--- config.mk ---
export PLATFORM = sky130hd
export DESIGN_NAME = memorybank_reader
export DESIGN_NICKNAME = d
export VERILOG_FILES = /design/src/rtl/memorybank_pkg.sv /design/src/rtl/memorybank_reader.sv
export SDC_FILE = /design/constraint.sdc
export NUM_CORES = 1
export LEC_CHECK = 0
export BUFFER_PORTS_ARGS = -buffer_cell sky130_fd_sc_hd__buf_2
export CAP_MARGIN = 20
export CORE_MARGIN = 2
export CORE_UTILIZATION = 46
export CTS_CLUSTER_DIAMETER = 200
export CTS_CLUSTER_SIZE = 12
export DETAILED_ROUTE_END_ITERATION = 10
export GPL_ROUTABILITY_DRIVEN = 0
export GPL_TIMING_DRIVEN = 0
export MAX_ROUTING_LAYER = met4
export PLACE_DENSITY = 0.75
export SLEW_MARGIN = 20
export SYNTH_ARGS = -nofsm -noshare
export SYNTH_HDL_FRONTEND = slang
export SYNTH_SLANG_ARGS = --single-unit
--- constraint.sdc ---
create_clock -name clk -period 2.4 [get_ports clk]
set_clock_uncertainty 0.05 [all_clocks]
set_input_delay 0.72 -clock clk [delete_from_list [all_inputs] [get_ports clk]]
set_output_delay 0.72 -clock clk [all_outputs]
set_load 0.02 [all_outputs]
--- src/rtl/memorybank_pkg.sv ---
// Shared definitions for the 64-byte node/cluster-head memory bank and its
// read-side initiator: geometry, reader FSM states, word step and the
// transfer-length clamp.
package memorybank_pkg;

  localparam int unsigned WORD_WIDTH = 16;
  localparam int unsigned MEM_DEPTH  = 64;
  localparam int unsigned ADDR_W     = $clog2(MEM_DEPTH);
  localparam int unsigned MAX_WORDS  = MEM_DEPTH / 2;
  localparam int unsigned WORD_STEP  = 2;
  localparam int unsigned BYTE_W     = WORD_WIDTH / 2;

  // Clears bit 0 so every word starts on an even byte.
  localparam logic [ADDR_W-1:0] EVEN_MASK = ~ADDR_W'(1);

  typedef enum logic [1:0] {
    IDLE  = 2'd0,
    FETCH = 2'd1,
    SEND  = 2'd2,
    DONE  = 2'd3
  } rd_state_e;

  // Transfer length limited to one full pass over the bank.
  function automatic logic [ADDR_W-1:0] clamp_count(input logic [ADDR_W-1:0] cnt);
    return (cnt > ADDR_W'(MAX_WORDS)) ? ADDR_W'(MAX_WORDS) : cnt;
  endfunction

endpackage

--- src/rtl/memorybank_reader.sv ---
// Read-side initiator for the memory bank. On start it walks word_cnt words
// (clamped to MAX_WORDS) from an even base index, fetching each word from the
// bank's combinational read port and streaming it out over valid/ready with a
// last flag. It never writes the bank.
// Ports: clk, rst (sync, active-high); start/base_idx/word_cnt request;
// busy/done status; mem_req/mem_index/mem_rdata bank side;
// tx_data/tx_valid/tx_ready/tx_last stream side.
module memorybank_reader
  import memorybank_pkg::*;
(
  input  logic                  clk,
  input  logic                  rst,
  input  logic                  start,
  input  logic [ADDR_W-1:0]     base_idx,
  input  logic [ADDR_W-1:0]     word_cnt,
  output logic                  busy,
  output logic                  done,
  output logic                  mem_req,
  output logic [ADDR_W-1:0]     mem_index,
  input  logic [WORD_WIDTH-1:0] mem_rdata,
  output logic [WORD_WIDTH-1:0] tx_data,
  output logic                  tx_valid,
  input  logic                  tx_ready,
  output logic                  tx_last
);

  rd_state_e             state_q, state_d;
  logic [ADDR_W-1:0]     ptr_q, ptr_d;
  logic [ADDR_W-1:0]     rem_q, rem_d;
  logic [ADDR_W-1:0]     mem_index_q, mem_index_d;
  logic [WORD_WIDTH-1:0] tx_data_q, tx_data_d;
  logic                  tx_valid_q, tx_valid_d;
  logic                  tx_last_q, tx_last_d;
  logic                  busy_q, busy_d;
  logic                  done_q, done_d;
  logic [ADDR_W-1:0]     clamped_cnt;

  assign clamped_cnt = clamp_count(word_cnt);

  // Next-state and next-output logic.
  always_comb begin
    state_d    = state_q;
    ptr_d      = ptr_q;
    rem_d      = rem_q;
    tx_data_d  = tx_data_q;
    tx_valid_d = tx_valid_q;
    tx_last_d  = tx_last_q;

    unique case (state_q)
      IDLE: begin
        if (start) begin
          ptr_d   = base_idx & EVEN_MASK;
          rem_d   = clamped_cnt;
          state_d = (clamped_cnt == '0) ? DONE : FETCH;
        end
      end
      FETCH: begin
        tx_data_d  = mem_rdata;
        tx_valid_d = 1'b1;
        tx_last_d  = (rem_q == ADDR_W'(1));
        state_d    = SEND;
      end
      SEND: begin
        if (tx_valid_q && tx_ready) begin
          if (rem_q > ADDR_W'(1)) begin
            // mem_index already points at the next word (prefetch).
            tx_data_d = mem_rdata;
            ptr_d     = ptr_q + ADDR_W'(WORD_STEP);
            rem_d     = rem_q - ADDR_W'(1);
            tx_last_d = (rem_q == ADDR_W'(2));
          end else begin
            tx_valid_d = 1'b0;
            tx_last_d  = 1'b0;
            state_d    = DONE;
          end
        end
      end
      DONE: begin
        state_d = IDLE;
      end
    endcase

    // Status and bank index are registered from the next state so they line
    // up with the state they describe; SEND looks one word ahead.
    busy_d      = (state_d != IDLE);
    done_d      = (state_d == DONE);
    mem_index_d = (state_d == SEND) ? (ptr_d + ADDR_W'(WORD_STEP)) : ptr_d;
  end

  // State and output registers.
  always_ff @(posedge clk) begin
    if (rst) begin
      state_q     <= IDLE;
      ptr_q       <= '0;
      rem_q       <= '0;
      mem_index_q <= '0;
      tx_data_q   <= '0;
      tx_valid_q  <= 1'b0;
      tx_last_q   <= 1'b0;
      busy_q      <= 1'b0;
      done_q      <= 1'b0;
    end else begin
      state_q     <= state_d;
      ptr_q       <= ptr_d;
      rem_q       <= rem_d;
      mem_index_q <= mem_index_d;
      tx_data_q   <= tx_data_d;
      tx_valid_q  <= tx_valid_d;
      tx_last_q   <= tx_last_d;
      busy_q      <= busy_d;
      done_q      <= done_d;
    end
  end

  assign busy      = busy_q;
  assign mem_req   = busy_q;
  assign done      = done_q;
  assign mem_index = mem_index_q;
  assign tx_data   = tx_data_q;
  assign tx_valid  = tx_valid_q;
  assign tx_last   = tx_last_q;

endmodule
==> results of run 1 <==
## critical path: stages, from the launching register on
cell and delay, ns:
dfxtp_2 0.37, inv_2 0.07, ha_2 0.19, or2_4 0.29
a21oi_4 0.25, xor2_1 0.21, a21oi_2 0.13, inv_1 0.08
ha_1 0.16, nand4_1 0.09, or3_1 0.32, a21oi_1 0.14
## routing by layer
layer | routed length [um] | part of all wire | track usage | vias up
met5 | 0 | 0 | - | -
met4 | 112 | 0.023 | 0.0588 | 0
met3 | 298 | 0.060 | 0.0453 | 12
met2 | 2420 | 0.49 | 0.344 | 73
met1 | 2120 | 0.43 | 0.245 | 870
li1 | - | - | - | 919
## final cells by class
cell class / instances / area, um^2 / share of cell area
well taps: 50 / 62.6 / 0.0244
inverters: 10 / 41.3 / 0.0161
multi-input cells: 162 / 1180 / 0.460
repair buffers: 61 / 330 / 0.129
plain buffers: 12 / 68.8 / 0.0268
clock inverters: 3 / 25.0 / 0.00975
clock buffers: 5 / 68.8 / 0.0268
flip-flops and latches: 39 / 790 / 0.308
## metrics by stage
step                hold slack (ns)  setup TNS, ns  setup slack, ns  cells  area, um^2
floorplan                     0.359              0           0.0327    223        1950
global placement              0.365          -1.02           -0.381    329        2300
detailed placement            0.373          -1.29           -0.463    329        2300
CTS                           0.385              0          0.00132    339        2460
global route                  0.414         -0.201           -0.104    342        2570
finish                        0.385        -0.0219          -0.0219    342        2570
## cells by family (layout without fill, tap and decap cells)
kind of cell	count (synthesis)	count (layout)
AOI/OAI and AO/OA	40	40
xor gates and xnor gates	4	4
adders and majority gates	8	8
buffers and inverters	22	91
DFF	39	39
muxes	20	20
and+or+nand+nor	90	90
## worst paths after layout
| kind | startpoint | end | depth (start not counted) |
|---|---|---|---|
| hold / removal | register | register | 2 |
| setup reg to reg | rem_q[1] | mem_index[5] | 11 |
| setup / recovery | rem_q[1] | mem_index[5] | 11 |
| hold reg to reg | register | register | 2 |
## sequential cells by signal (all words and copies together) (netlist names), named ones only
signal / count
tx_data: 16
mem_index: 5
state_q: 2
rem_q: 6
tx_valid: 1
ptr_q: 5
tx_last: 1
busy: 1
done: 1
## power groups by stage
stage	Sequential, uW	Clock [uW]	Combinational (uW)
floorplan	1110	0	1130
global placement	1000	0	1590
detailed placement	1010	0	1630
CTS	1000	468	1780
global route	1040	501	2180
finish	1020	463	2000
## timing repair
item                       CTS  global route
setup endpoints to repair    7            13
gates resized for setup     13            20
buffers inserted             2             3
pin swaps                    2             8
## placed cells by master (no fill, tap or decap), drive strengths merged, types with 6 or more instances in the layout
cell,instances
a21oi,14
buf,67
clkbuf,11
dfxtp,39
ha,8
inv,9
mux2i,16
nand2,11
nand3,6
nor2,39
nor3,11
o21ai,6
==> metrics.cfg, run 1 <==
[pwr]
pwr-share-clk = 0.133
peakVddDrop_uv = 690
netSwitchingFraction = 0.456
p_switching_uw = 1590
power_leakage_uw = 0.00121
finalPower_uw = 3490
seqPwrFrac = 0.292
p_int_uw = 1900
power.density_nw_per_um2 = 1360
p_comb_frac = 0.575

[setup_path]
criticalPathCategory = register to register
path_max_fanout = 5
crit_path_end_kind = register
worst_ep_arrival_time_ns = 2.59
cp.required_ns = 2.57
start_kind = register
r2r_slack_ns = -0.02

[logic_synthesis]
yosysTopAreaCell = dfxtp_1
synth_cells = 223
mappedNetlistNets = 263
synth_edf_count = 0
synth-simple-area-share = 0.233
synth-compound-area-share = 0.144
synth_top_family_by_area = simple AND/OR/NAND/NOR gates
synth_xor_area_frac = 0.0180
yosysTopAreaCellShare = 0.400
syn_area_per_cell_um2 = 8.75
synth_flop_cell = dfxtp_1
yosys-mux-area-fraction = 0.105
ys_seq_area_frac = 0.400
synth_area_leaders = dfxtp_1, mux2i_1, nor2_1
synth_seq_cells = 39
synth_async_sr_flop_share = 0
synth_area_um2 = 1950
yosys.area_share.adder = 0.0513
synthDistinctLibCells = 46
ys_warn_count = 0
yosys-top-cells-count = dfxtp_1, nor2_1, mux2i_1

[die]
dieWidth_um = 69.1
die_area_um2 = 4780
core_um2 = 4030
fp.dieH_um = 69.1
initial_utilization = 0.484
io_pins = 59
row_count = 23

[outcome]
violations = negative setup slack
status = finished with violations

[sta]
fmax_mhz = 413
layout_setup_ws_ns = -0.0219
worst_pin_slew_ns = 0.550
layout_min_cycle_time_ns = 2.42
slew_headroom = 0.633
hold_viol = 0
setup_viol = 1
rsz0062_at_grt = yes
drv_slew = 0
timing.final.crit_share = 1.01

[final_layout]
final_util = 0.637
syn_to_final_growth_pct = 31.6
final_nets = 331
drive_gt1_frac = 0.356
fillers = 346
diodes = 0

[cts]
cts-buffers-inserted = 5
insertion_delay_ns = 0.30
ctsHoldBuffers = 0
cts_tree = yes
ctsRootBufferMaster = clkbuf_8
clk_pin_slew_ns = 0.09
cts_max_path_buffers = 2
cts_sinks = 39
htree_num_levels = 2

[routing]
drt_iter0_drc = 146
routed_via_density = 5.48
drc = 0
drt_wl_total_mm = 4.94
wire_per_inst_um = 14.5
drtPass1Iterations = 4
ant_nets = 0
vias = 1874

[global_route]
grt_max_degree = 15
grt_overflow = 0
grt_pass1_wl_mm = 7.78
grt_antenna_before_repair = 0
grtUsageTotal = 0.204
first_global_vias = 1733

[place]
portBuffers = 56
hpwl_mm = 3.29

[run]
maxCapViolations = 0

[hold_path]
hold_class = register to register

No activity file was read; power rests on OpenSTA's default activity.
==> run 2, diff against run 1 <==
--- a/config.mk
+++ b/config.mk
@@ -5,6 +5,7 @@
 export SDC_FILE = /design/constraint.sdc
 export NUM_CORES = 1
 export LEC_CHECK = 0
+export ABC_AREA = 1
 export BUFFER_PORTS_ARGS = -buffer_cell sky130_fd_sc_hd__buf_2
 export CAP_MARGIN = 20
 export CORE_MARGIN = 2
==> metrics.cfg, run 2 <==
[cts]
insertion_delay_ns = 0.28  ; -0.02 ns
cts_max_path_buffers = 2  ; unchanged
cts-buffers-inserted = 5  ; unchanged
cts_tree = yes
htree_num_levels = 2  ; unchanged
ctsHoldBuffers = 0  ; unchanged
clk_pin_slew_ns = 0.08  ; about the same
cts_sinks = 39  ; unchanged
ctsRootBufferMaster = clkbuf_8

[logic_synthesis]
synth_area_um2 = 2040  ; +4.7%
synth_seq_cells = 39  ; unchanged
yosysTopAreaCellShare = 0.382  ; -0.0181
synth.most_common_cell = nand2_1
synth_cells = 275  ; +23%
yosysTopAreaCell = dfxtp_1
syn_area_per_cell_um2 = 7.43  ; -15%
synth_async_sr_flop_share = 0  ; unchanged
ys_seq_area_frac = 0.382  ; -0.0181
yosys-top-cells-count = nand2_1, dfxtp_1, inv_1
ys_warn_count = 0  ; unchanged
synth_area_leaders = dfxtp_1, a21oi_1, nand2_1
synthDistinctLibCells = 31  ; -33%
synth_edf_count = 0  ; unchanged
mappedNetlistNets = 315  ; +20%
synth_flop_cell = dfxtp_1

[final_layout]
final_util = 0.595  ; -0.0421
fin_cells = 395  ; +15%
fillers = 415  ; +20%
syn_to_final_growth_pct = 26.0
final_nets = 382  ; +15%
diodes = 0  ; unchanged
final_cell_mix = buf_2, nand2_1, dfxtp_1
final_common_cell = buf_2
largest_register_ffs = 16  ; unchanged
finalInstanceArea_um2 = 2570  ; +0.24%
drive_gt1_frac = 0.332  ; -0.0238

[pwr]
peakVddDrop_uv = 615  ; -11%
power_leakage_uw = 0.00121  ; -0.32%
power.density_nw_per_um2 = 973  ; -28%
finalPower_uw = 2500  ; -28%

[global_route]
grt_antenna_before_repair = 0  ; unchanged
grtUsageTotal = 0.202  ; -0.00250
grt_max_degree = 13  ; -2
first_global_vias = 1851  ; +6.8%
grt_overflow = 0  ; unchanged
grt_pass1_wl_mm = 7.98  ; +2.5%

[routing]
routed_via_density = 5.07  ; -7.5%
drc = 0  ; unchanged
ant_nets = 0  ; unchanged
drtPass1Iterations = 4  ; unchanged
vias = 2003  ; +6.9%
wire_per_inst_um = 12.0  ; -17%
drt_iter0_drc = 95  ; -35%
drt_wl_total_mm = 4.75  ; -3.8%

[setup_path]
criticalPathCategory = register to register
crit_path_frequent_cell = nand2_1
cp.required_ns = 2.54  ; -0.03 ns
worst_ep_arrival_time_ns = 2.31  ; -0.28 ns
crit_chain = inv_1 -> ha_1 -> nand2_1 -> inv_2 -> a21oi_4 -> inv_2 -> nand2_1 -> nand2_1 -> nand2_2 -> ha_1 -> inv_1 -> nor3_2 -> nand3_1 -> nor2_1 -> nor2_1
cp_slowest_cell = dfxtp_2
critPathMaxStageDelay_ns = 0.35  ; -0.02 ns
critPathTopFamily = simple AND/OR/NAND/NOR gates
path_max_fanout = 8  ; +3
path_buf_inv = 4  ; +2
crit_path_end_kind = register
start_kind = register

[place]
placed_cells = 384  ; +17%
portBuffers = 57  ; +1.8%
postPlaceCellArea_um2 = 2390  ; +4.2%
hpwl_mm = 3.43  ; +4.2%
dp_slack_ns = -0.132  ; +0.331 ns

[sta]
timing.final.crit_share = 0.907  ; -0.102
worst_pin_slew_ns = 0.623  ; +0.0723 ns
setup_viol = 0  ; -1
drv_slew = 0  ; unchanged
layout_min_cycle_time_ns = 2.18  ; -0.245 ns
layout_setup_ws_ns = 0.223  ; +0.245 ns
hold_viol = 0  ; unchanged
fmax_mhz = 459  ; +11%
slew_headroom = 0.582  ; -0.0510

[hold_path]
hold_class = register to register

[die]
fp.dieH_um = 70.6  ; +2.2%
initial_utilization = 0.473  ; -0.0116
core_um2 = 4320  ; +7.3%
io_pins = 59  ; unchanged
dieWidth_um = 70.6  ; +2.2%
die_area_um2 = 4990  ; +4.5%
row_count = 24  ; +4.3%

[outcome]
status = finished clean

[run]
maxCapViolations = 0  ; unchanged

run 2: changes by cell type after synthesis, moves of 16 or more:
| cell | change |
|---|---|
| mux2i_1 | -16 |
| o21ai_1 | +16 |
| nor2_1 | -23 |
| nand2_1 | +30 |
| a21oi_1 | +20 |
| inv_1 | +26 |
run 2: area by class of cell:
type	instances	area [um^2]	share of cell area
Multi-Input combinational cell	179	1040	0.403
Sequential cell	39	783	0.304
Timing Repair Buffer	60	320	0.124
Inverter	44	168	0.0651
Clock buffer	6	82.6	0.0321
Buffer	13	82.6	0.0321
Tap cell	52	65.1	0.0253
Clock inverter	2	35.0	0.0136
run 2: power breakdown:
part           total, uW  internal (uW)  switching (uW)
combinational       1090            405             682
clock                560            336             223
sequential           858            780            77.6
run 2: stage by stage:
| stage | TNS, ns | hold slack [ns] |
|---|---|---|
| 6_report | 0 | 0.392 |
| 5_1_grt | -0.0258 | 0.409 |
| 4_1_cts | 0 | 0.397 |
| 3_5_place_dp | -0.132 | 0.384 |
| 3_3_place_gp | -0.0855 | 0.380 |
| 2_1_floorplan | 0 | 0.372 |
run 2: layer usage:
| layer | part of all wire | GRT usage | routed length [um] |
|---|---|---|---|
| met3 | 0.067 | 0.0570 | 320 |
| met2 | 0.48 | 0.342 | 2300 |
| met1 | 0.43 | 0.238 | 2070 |
| met4 | 0.015 | 0.0482 | 70 |
| met5 | 0 | - | 0 |
run 2: worst paths after layout:
| path | from | end | depth (start not counted) | slack [ns] |
|---|---|---|---|---|
| worst min-delay path | tx_data[6] | tx_data[6] | 2 | 0.39 |
| worst max register to register | state_q[0] | mem_index[5] | 15 | 0.22 |
| worst max-delay path | state_q[0] | mem_index[5] | 15 | 0.22 |
| worst min register to register | tx_data[6] | tx_data[6] | 2 | 0.39 |
run 2: what timing repair did:
| item | 4_1_cts | 5_1_grt |
|---|---|---|
| hold endpoints to repair | 0 | 0 |
| resized for setup | 0 | 6 |
| setup buffers | 0 | 3 |
| endpoints found under the setup margin | 0 | 2 |
run 2: worst min-delay path, delay by kind of cell, from the launching register on:
family	cells	cell delay, ns
buffers and inverters	1	0.04
AOI/OAI and AO/OA	1	0.05
DFF	1	0.31
run 2: kinds of logic (layout without fill, tap and decap cells):
kind of cell | after synthesis | in the layout | share of synthesized area
adders and majority gates | 8 | 8 | 0.0490
AOI/OAI and AO/OA | 73 | 73 | 0.203
xor gates and xnor gates | 1 | 1 | 0.00429
DFF | 39 | 39 | 0.382
buffers and inverters | 57 | 125 | 0.122
and+or+nand+nor | 97 | 97 | 0.239
